`src/rtl/mod_n_serial_detector.sv`:
```
// Serial divisibility detector: running residue of a bit stream modulo MODULUS.
// Bit order is MSB-first by default; define LSB_FIRST_EN for LSB-first with a weight register.
module mod_n_serial_detector #(
    parameter int MODULUS = 3,
    parameter int RES_W   = $clog2(MODULUS),
    parameter int CNT_W   = 16
) (
    input  logic             clk,
    input  logic             reset,
    input  logic             bit_valid,
    input  logic             Bit,
    input  logic             frame_start,
    output logic             out,
    output logic             out_valid,
    output logic [RES_W-1:0] residue,
    output logic [CNT_W-1:0] bit_count
);

    localparam logic [RES_W:0]   MOD_V   = (RES_W+1)'(MODULUS);
    localparam logic [RES_W-1:0] ONE     = RES_W'(1);
    localparam logic [CNT_W-1:0] CNT_ONE = CNT_W'(1);

    logic [RES_W-1:0] residue_q, residue_d;
    logic [CNT_W-1:0] cnt_q, cnt_d;
    logic             out_q, out_d;
    logic             vld_q, vld_d;

    // Single compare-subtract; callers guarantee t < 2*MODULUS.
    function automatic logic [RES_W-1:0] reduce(input logic [RES_W:0] t);
        logic [RES_W:0] r;
        r = (t >= MOD_V) ? t - MOD_V : t;
        return r[RES_W-1:0];
    endfunction

    function automatic logic legal(input logic [RES_W-1:0] r);
        return ({1'b0, r} < MOD_V);
    endfunction

`ifdef LSB_FIRST_EN
    logic [RES_W-1:0] w_q, w_d;

    function automatic logic [RES_W-1:0] add_mod(input logic [RES_W-1:0] a,
                                                 input logic [RES_W-1:0] b);
        return reduce({1'b0, a} + {1'b0, b});
    endfunction
`endif

    always_comb begin
        residue_d = residue_q;
        cnt_d     = cnt_q;
        out_d     = out_q;
        vld_d     = 1'b0;
`ifdef LSB_FIRST_EN
        w_d       = w_q;
`endif
        if (frame_start) begin
            if (bit_valid) begin
                residue_d = RES_W'(Bit);
                cnt_d     = CNT_ONE;
                vld_d     = 1'b1;
`ifdef LSB_FIRST_EN
                w_d       = add_mod(ONE, ONE);
`endif
            end else begin
                residue_d = '0;
                cnt_d     = '0;
`ifdef LSB_FIRST_EN
                w_d       = ONE;
`endif
            end
            out_d = (residue_d == '0);
        end else if (bit_valid) begin
            vld_d = 1'b1;
            cnt_d = (&cnt_q) ? cnt_q : cnt_q + CNT_ONE;
`ifdef LSB_FIRST_EN
            if (!legal(residue_q)) begin
                residue_d = '0;
            end else if (Bit) begin
                residue_d = add_mod(residue_q, legal(w_q) ? w_q : ONE);
            end
            w_d = legal(w_q) ? add_mod(w_q, w_q) : ONE;
`else
            // Upset-recovery: an out-of-range residue restarts from zero.
            if (!legal(residue_q)) begin
                residue_d = '0;
            end else begin
                residue_d = reduce({residue_q, Bit});
            end
`endif
            out_d = (residue_d == '0);
        end
    end

    always_ff @(posedge clk or posedge reset) begin
        if (reset) begin
            residue_q <= '0;
            cnt_q     <= '0;
            out_q     <= 1'b1;
            vld_q     <= 1'b0;
`ifdef LSB_FIRST_EN
            w_q       <= ONE;
`endif
        end else begin
            residue_q <= residue_d;
            cnt_q     <= cnt_d;
            out_q     <= out_d;
            vld_q     <= vld_d;
`ifdef LSB_FIRST_EN
            w_q       <= w_d;
`endif
        end
    end

    assign residue   = residue_q;
    assign bit_count = cnt_q;
    assign out       = out_q;
    assign out_valid = vld_q;

endmodule

```
`config.mk`:
```
export PLATFORM = sky130hd
export DESIGN_NAME = mod_n_serial_detector
export DESIGN_NICKNAME = d
export VERILOG_FILES = /design/src/rtl/mod_n_serial_detector.sv
export SDC_FILE = /design/constraint.sdc
export NUM_CORES = 1
export LEC_CHECK = 0
export BUFFER_PORTS_ARGS = -buffer_cell sky130_fd_sc_hd__buf_2
export CAP_MARGIN = 15
export CORE_MARGIN = 3
export CORE_UTILIZATION = 40
export DETAILED_ROUTE_END_ITERATION = 6
export SETUP_SLACK_MARGIN = 0.2
export SYNTH_ARGS = -nofsm -noshare
export SYNTH_HDL_FRONTEND = slang
export SYNTH_SLANG_ARGS = --single-unit
```
`constraint.sdc`:
```
create_clock -name clk -period 1.5 [get_ports clk]
set_input_delay 0 -clock clk [delete_from_list [all_inputs] [get_ports clk]]
set_output_delay 0 -clock clk [all_outputs]
set_load 0.005 [all_outputs]
```
==> impl_results.md, run 1 <==
- Outcome: finished, violations left
- Violations in the final reports: negative setup slack
- Period utilisation layout: 1.06
- Vias/cell: 5.95
- Number of placed instances, taps included: 214
- Synthesis-stage register bit count: 20
- Minimum clock period after layout: between 1.5 and 2 ns
- Filler Cells Inserted: between 150 and 200
- Largest fanout on the critical path: 4
- First-pass GRT wire length: just over 6 mm
- Sum of buffers and inverters on the critical path: 0
- Number of standard cells in the layout, taps in and fillers out: 238
- Initial antenna violation count: 0
- Number of I/O port buffers: 24
- Type of element launching the critical path: flip-flop
- Mapped Avg Cell Area: between 9 and 10 um2
- DRC Markers: 0
- Static Leak: 0.956 nW
- Worst Setup Path Type: reg2reg
- Post-CTS clock slew at the launch and capture registers of the worst setup and hold paths: 0.14 ns
- Cell Chain, Critical Path: nand2_1 -> or3_1 -> nor4_2 -> mux2_2
- Mux share of post-synthesis cell area: 0.0369
- Number of warning messages in the yosys log: 0
- Synth Area in Compound Gates: 0.147
- Maximum count of clock buffers along a single path: 2
- Met2 layer wire length in the routed design: 2.31 mm
- Cell family with the largest share of critical-path delay: simple AND/OR/NAND/NOR gates
- Metal-1 WL: 1.81 mm
- Area of the core: 2830 um2
- Share of post-route cells with drive strength above 1: 0.614
- CP arrival: 1.83 ns
- Total number of placement rows: 19
- Xor/xnor share of the synthesized area: 0
- Total GRT Usage: 0.227
- Part of the Yosys area used for sequential elements: 0.411
- Die outline area: 3750 um2
- Number of max-slew violations in the final report: 0
- Pre-CTS WS: -0.0918 ns
- Area share of fa/ha/maj cells after synthesis: 0.0205
- Antenna violation net count after detailed routing: 0
- Number of sinks on the clock net: 20
- Num CTS Buffers: 3
- Final setup violation count: 11
- Syn Std Cell Area: 1220 um2
- TritonCTS clock tree: yes
- Basic-gate share of the synthesized area counting and, or, nand and nor cells: 0.341
- Vias in the first global route: 1,399
- Maximum cell stage delay along the critical path: 0.45 ns
- Endpoint required time on the critical path: 1.74 ns
- Endpoint kind of the worst setup timing path: flip-flop
- Clock root buffer: clkbuf_4
- Number of DRC markers in iteration 0: 100
- Slowest-stage cell, CP: dfrtp_2
- Final global-route overflow total: 0
- H-tree levels: 1
- Highest metal layer with signal wires: met4
- Die span in y: 61.3 um
- Mapped Cells: around 140
- Unrepaired setup endpoints after global routing: yes
- Routability congestion estimate: 0.847
- Largest net degree at the start of global routing: 18
- Power density over cell area: 688 nW/um2
- Detailed Route WL: 4.42 mm
- Total via count after detailed routing: 1,417
- Min setup slack post-route: -0.0968 ns
- Synth Net Count: 142
- Worst hold path class: in2reg
- Wire length per cell: 18.6 um
- Post-detailed-placement half-perimeter wirelength: 2.65 mm
- Chip Width: 61.3 um
- Met3 wire length: 216 um
- Peak supply drop: around 490 uV
- Inserted Diodes: 0
- I/O pin count: 25
- Number of violations of the max-capacitance limit: 0
- Highest clock rate: about 630 MHz
- Largest family of logic cells by synthesized area: simple AND/OR/NAND/NOR gates
- Number of iterations in the first detailed-routing pass: 4
- Worst clock skew: 0.0106 ns
- Final net count: around 220
- Slew headroom: 0.708
- Netlist cell types: 42
- Final Hold Violating Endpoints: 0
- Area growth from synthesis to layout: 72.0%
- Worst Max-Slew Pin Slew: 0.437 ns
- Effective utilization at floorplan: 0.432
- Clk Latency, worst-skew pair: 0.33 ns
[per-layer routing]
layer / track usage / vias up
met4: 0.133 / 0
met2: 0.382 / 45
met3: 0.0461 / 12
li1: - / 659
met1: 0.265 / 701
met5: 0 / -
[power by group]
part,switching (mW),internal [mW],leakage [nW]
combinational,0.176,0.193,0.669
sequential,0.0285,0.573,0.259
clock,0.205,0.271,0.0279
total,0.409,1.04,0.956
[sequential cells by signal, summed over array words and instances (netlist names)]
signal,flops
bit_count,16
residue,2
out,1
out_valid,1
[per-stage QoR]
step           cell area [um2]  power [mW]  TNS, ns   util  hold slack (ns)
3_3_place_gp              1600       0.831   -0.113  0.567          0.00551
2_1_floorplan             1270       0.740   -0.232      -          -0.0371
3_5_place_dp              1600       0.845   -0.235  0.567          0.00765
6_report                  2100        1.45   -0.397  0.743           0.0671
5_1_grt                   2100        1.49    -1.19  0.743           0.0861
4_1_cts                   1870        1.40   -0.306  0.660           0.0756
[final cells by class]
cell class,count,area [um2],share of cell area
Clock buffer,3,22.5,0.0107
Clock inverter,1,30.0,0.0143
Inverter,4,15.0,0.00715
Multi-Input combinational cell,106,943,0.449
Sequential cell,20,510,0.243
Tap cell,31,38.8,0.0185
Timing Repair Buffer,73,541,0.257
[final timing paths]
| path | startpoint | to | slack, ns | cells past startpoint |
|---|---|---|---|---|
| min in group asynchronous | reset | out_valid$_DFF_PP0_ | 0.18 | 3 |
| setup / recovery | bit_count[0]$_DFFE_PP0P_ | bit_count[15]$_DFFE_PP0P_ | -0.1 | 4 |
| max in group asynchronous | reset | bit_count[9]$_DFFE_PP0P_ | 0.79 | 4 |
| hold reg to reg | out$_DFFE_PP1P_ | out$_DFFE_PP1P_ | 0.49 | 2 |
| hold / removal | frame_start | bit_count[15]$_DFFE_PP0P_ | 0.07 | 3 |
| setup reg to reg | bit_count[0]$_DFFE_PP0P_ | bit_count[15]$_DFFE_PP0P_ | -0.1 | 4 |
[cells in the final DEF, fill, tap and decap left out, drive strengths merged, types with 4 or more instances in the layout]
cell   netlist  routed
nor2b        5       5
nand4        4       4
mux2         4       4
nor2        11      11
nor3         7       7
buf          2      70
or3          4       4
dfrtp       19      19
nand2       10      10
nand3       17      17
inv          4       4
a21oi        7       7
[worst register-to-register path, cell delays in order (launching register included)]
cell and delay [ns]:
dfrtp_2 0.45, nand2_1 0.08, or3_1 0.36, nor4_2 0.25
mux2_2 0.36
[what timing repair did]
action / in CTS / in global routing
endpoints found under the setup margin: 19 / 19
resized for setup: 24 / 35
hold buffers: 3 / 0
hold endpoints to repair: 14 / 0
pin swaps: 7 / 15
buffers inserted: 9 / 8
[cells in the mapped netlist]
cell type / n / area (um2)
a21oi_1: 7 / 35.0
buf_4: 1 / 7.51
ha_1: 2 / 25.0
nor4_1: 3 / 18.8
or3_2: 1 / 7.51
nor2b_1: 5 / 31.3
or2_1: 1 / 6.26
nand3b_4: 1 / 20.0
or4_1: 2 / 15.0
nor3_1: 7 / 35.0
dlymetal6s2s_1: 1 / 12.5
and4_1: 1 / 8.76
and4_2: 1 / 10.0
o31a_1: 1 / 8.76
o31a_2: 1 / 10.0
buf_6: 1 / 11.3
dfrtp_1: 19 / 475
a211oi_1: 3 / 22.5
o2111ai_1: 1 / 8.76
nand4_1: 3 / 18.8
a31oi_1: 2 / 12.5
inv_1: 4 / 15.0
or3_1: 3 / 18.8
and3_2: 1 / 7.51
o32ai_1: 1 / 8.76
mux2_2: 4 / 45.0
and2_1: 1 / 6.26
nor2_1: 11 / 41.3
clkbuf_1: 2 / 7.51
o21ai_0: 3 / 15.0
a2111oi_0: 1 / 8.76
nand3b_1: 1 / 7.51
nand2_1: 10 / 37.5
nor4b_1: 1 / 8.76
o311ai_0: 1 / 8.76
dfstp_2: 1 / 26.3
and3_1: 2 / 12.5
o31ai_1: 3 / 22.5
nor3b_1: 1 / 7.51
nand4_2: 1 / 12.5
nand3_1: 17 / 85.1
o41ai_1: 2 / 17.5
[cell families (layout without fill, tap and decap cells)]
kind of cell    count (synthesis)  in the layout
buf+inv                         9             81
fa+ha+maj                       2              2
flops                          20             20
simple gates                   74             74
mux                             4              4
compound gates                 26             26
No activity file was read; power rests on OpenSTA's default activity.
==> run 2, diff against run 1 <==
- BUFFER_PORTS_ARGS: -buffer_cell sky130_fd_sc_hd__buf_2 -> unset
- DONT_BUFFER_PORTS: unset -> 1
- SKIP_CTS_REPAIR_TIMING: unset -> 1
==> impl_results.md, run 2 (same netlist as run 1, synthesis figures left out) <==
- Routability congestion estimate: ~0.80
- Vias in the first global route: 1,235
- Clk Latency, worst-skew pair: 0.30 ns
- Endpoint required time on the critical path: around 1.7 ns
- Total GRT Usage: 0.197
- Highest clock rate: 627 MHz
- Number of placed instances, taps included: approximately 200
- Cells on worst reg2reg path: 4
- Num CTS Buffers: 3
- Number of max-slew violations in the final report: 0
- Final net count: around 180
- I/O pin count: 25
- Hold-critical path depth: 1
- Inserted Diodes: 0
- Number of DRC markers in iteration 0: 69
- Peak supply drop: 461 uV
- Initial antenna violation count: 0
- Chip Width: around 61 um
- Sequential Area: 509 um2
- Area of all placed cells without fillers: 1740 um2
- Total number of placement rows: 19
- Maximum count of clock buffers along a single path: 2
- Pre-CTS WS: -0.113 ns
- Filler Cells Inserted: approximately 270
- Core Util, Final: 0.614
- Area of the core: 2830 um2
- Worst hold path class: in2reg
- Number of sinks on the clock net: 20
- Critical register-to-register path endpoint: bit_count[15]$_DFFE_PP0P_
- Hold Path Origin: frame_start
- Period utilisation layout: 1.06
- Violations in the final reports: negative hold slack, negative setup slack
- Die outline area: 3750 um2
- Max reg flops: 16
- Slowest-stage cell, CP: dfrtp_1
- Largest fanout on the critical path: 3
- CP arrival: 1.79 ns
- Type of element launching the critical path: flip-flop
- Worst Setup Path Type: reg2reg
- Final global-route overflow total: 0
- Most frequent cells in the layout: buf_4 (36), nand3_1 (16), dfrtp_1 (13)
- Area growth from synthesis to layout: 42.3%
- Unrepaired setup endpoints after global routing: yes
- Final Hold Violating Endpoints: 15
- Most common cell after layout, fill and taps aside: buf_4
- Share of post-route cells with drive strength above 1: 0.446
- Total via count after detailed routing: 1,257
- Detailed Route WL: 3.65 mm
- Reg-to-reg critical path startpoint: bit_count[1]$_DFFE_PP0P_
- Final-layout worst hold slack: -0.250 ns
- Outcome: finished, violations left
- First-pass GRT wire length: roughly 5.5 mm
- Sum of buffers and inverters on the critical path: 0
- Post-CTS clock slew at the launch and capture registers of the worst setup and hold paths: 0.12 ns
- Slew headroom: 0.701
- Effective utilization at floorplan: 0.432
- Post-detailed-placement half-perimeter wirelength: 2.49 mm
- Slack of the worst reg-to-reg path: -0.1 ns
- Total area of multi-input combinational cells: 826 um2
- Standard cell area after detailed placement: 1530 um2
- Die span in y: 61.3 um
- TritonCTS clock tree: yes
- Number of I/O port buffers: 0
- Endpoint kind of the worst setup timing path: flip-flop
- Power Total: 1.12 mW
- Worst clock skew: 0.00571 ns
- Cell Chain, Critical Path: nand2_1 -> or3_4 -> nor4_4 -> mux2_4
- DRC Markers: 0
- Cell family with the largest share of critical-path delay: simple AND/OR/NAND/NOR gates
- Clock root buffer: clkbuf_4
- H-tree levels: 1
- Static Leak: 0.734 nW
- Wire length per cell: ~18 um
- Number of iterations in the first detailed-routing pass: 4
- Minimum clock period after layout: roughly 1.6 ns
- Setup Total Neg Slack: -0.363 ns
- Hold worst-path end: bit_count[11]$_DFFE_PP0P_
- Number of standard cells in the layout, taps in and fillers out: ~210
- Min setup slack post-route: -0.0954 ns
- Vias/cell: 6.10
- Worst Max-Slew Pin Slew: between 0.4 and 0.5 ns
- Maximum cell stage delay along the critical path: 0.42 ns
- Number of violations of the max-capacitance limit: 0
- Antenna violation net count after detailed routing: 0
- Power density over cell area: between 600 and 700 nW/um2
- Final setup violation count: 7
- Largest net degree at the start of global routing: 27
[run 2: worst register-to-register path: stages, from the launching register on]
cell	delay (ns)
dfrtp_1	0.42
nand2_1	0.07
or3_4	0.40
nor4_4	0.28
mux2_4	0.33
[run 2: worst max path at each step]
stage,start,end,cells after the start
3_3_place_gp,bit_count[1]$_DFFE_PP0P_,bit_count[14]$_DFFE_PP0P_,5
4_1_cts,bit_count[1]$_DFFE_PP0P_,bit_count[11]$_DFFE_PP0P_,4
5_1_grt,bit_count[11]$_DFFE_PP0P_,bit_count[2]$_DFFE_PP0P_,6
3_5_place_dp,bit_count[1]$_DFFE_PP0P_,bit_count[12]$_DFFE_PP0P_,5
6_report,bit_count[1]$_DFFE_PP0P_,bit_count[15]$_DFFE_PP0P_,4
2_1_floorplan,bit_count[1]$_DFFE_PP0P_,bit_count[14]$_DFFE_PP0P_,6
[run 2: area by class of cell]
class	instances	area share
Tap cell	31	0.0223
Timing Repair Buffer	41	0.186
Multi-Input combinational cell	106	0.475
Sequential cell	20	0.293
Inverter	4	0.00864
Clock buffer	4	0.0151
[run 2: layer usage]
layer / share of wire / global-route usage / routed length (um)
met5: 0 / 0 / 0
met4: 0.017 / 0.0588 / 63
met3: 0.040 / 0.0503 / 147
met2: 0.49 / 0.335 / 1790
met1: 0.45 / 0.245 / 1650
[run 2: power breakdown]
group          internal, mW  total [mW]  switching [mW]
Clock                 0.104       0.269           0.166
Sequential            0.571       0.605          0.0338
Combinational         0.132       0.245           0.113
Total                 0.806        1.12           0.313
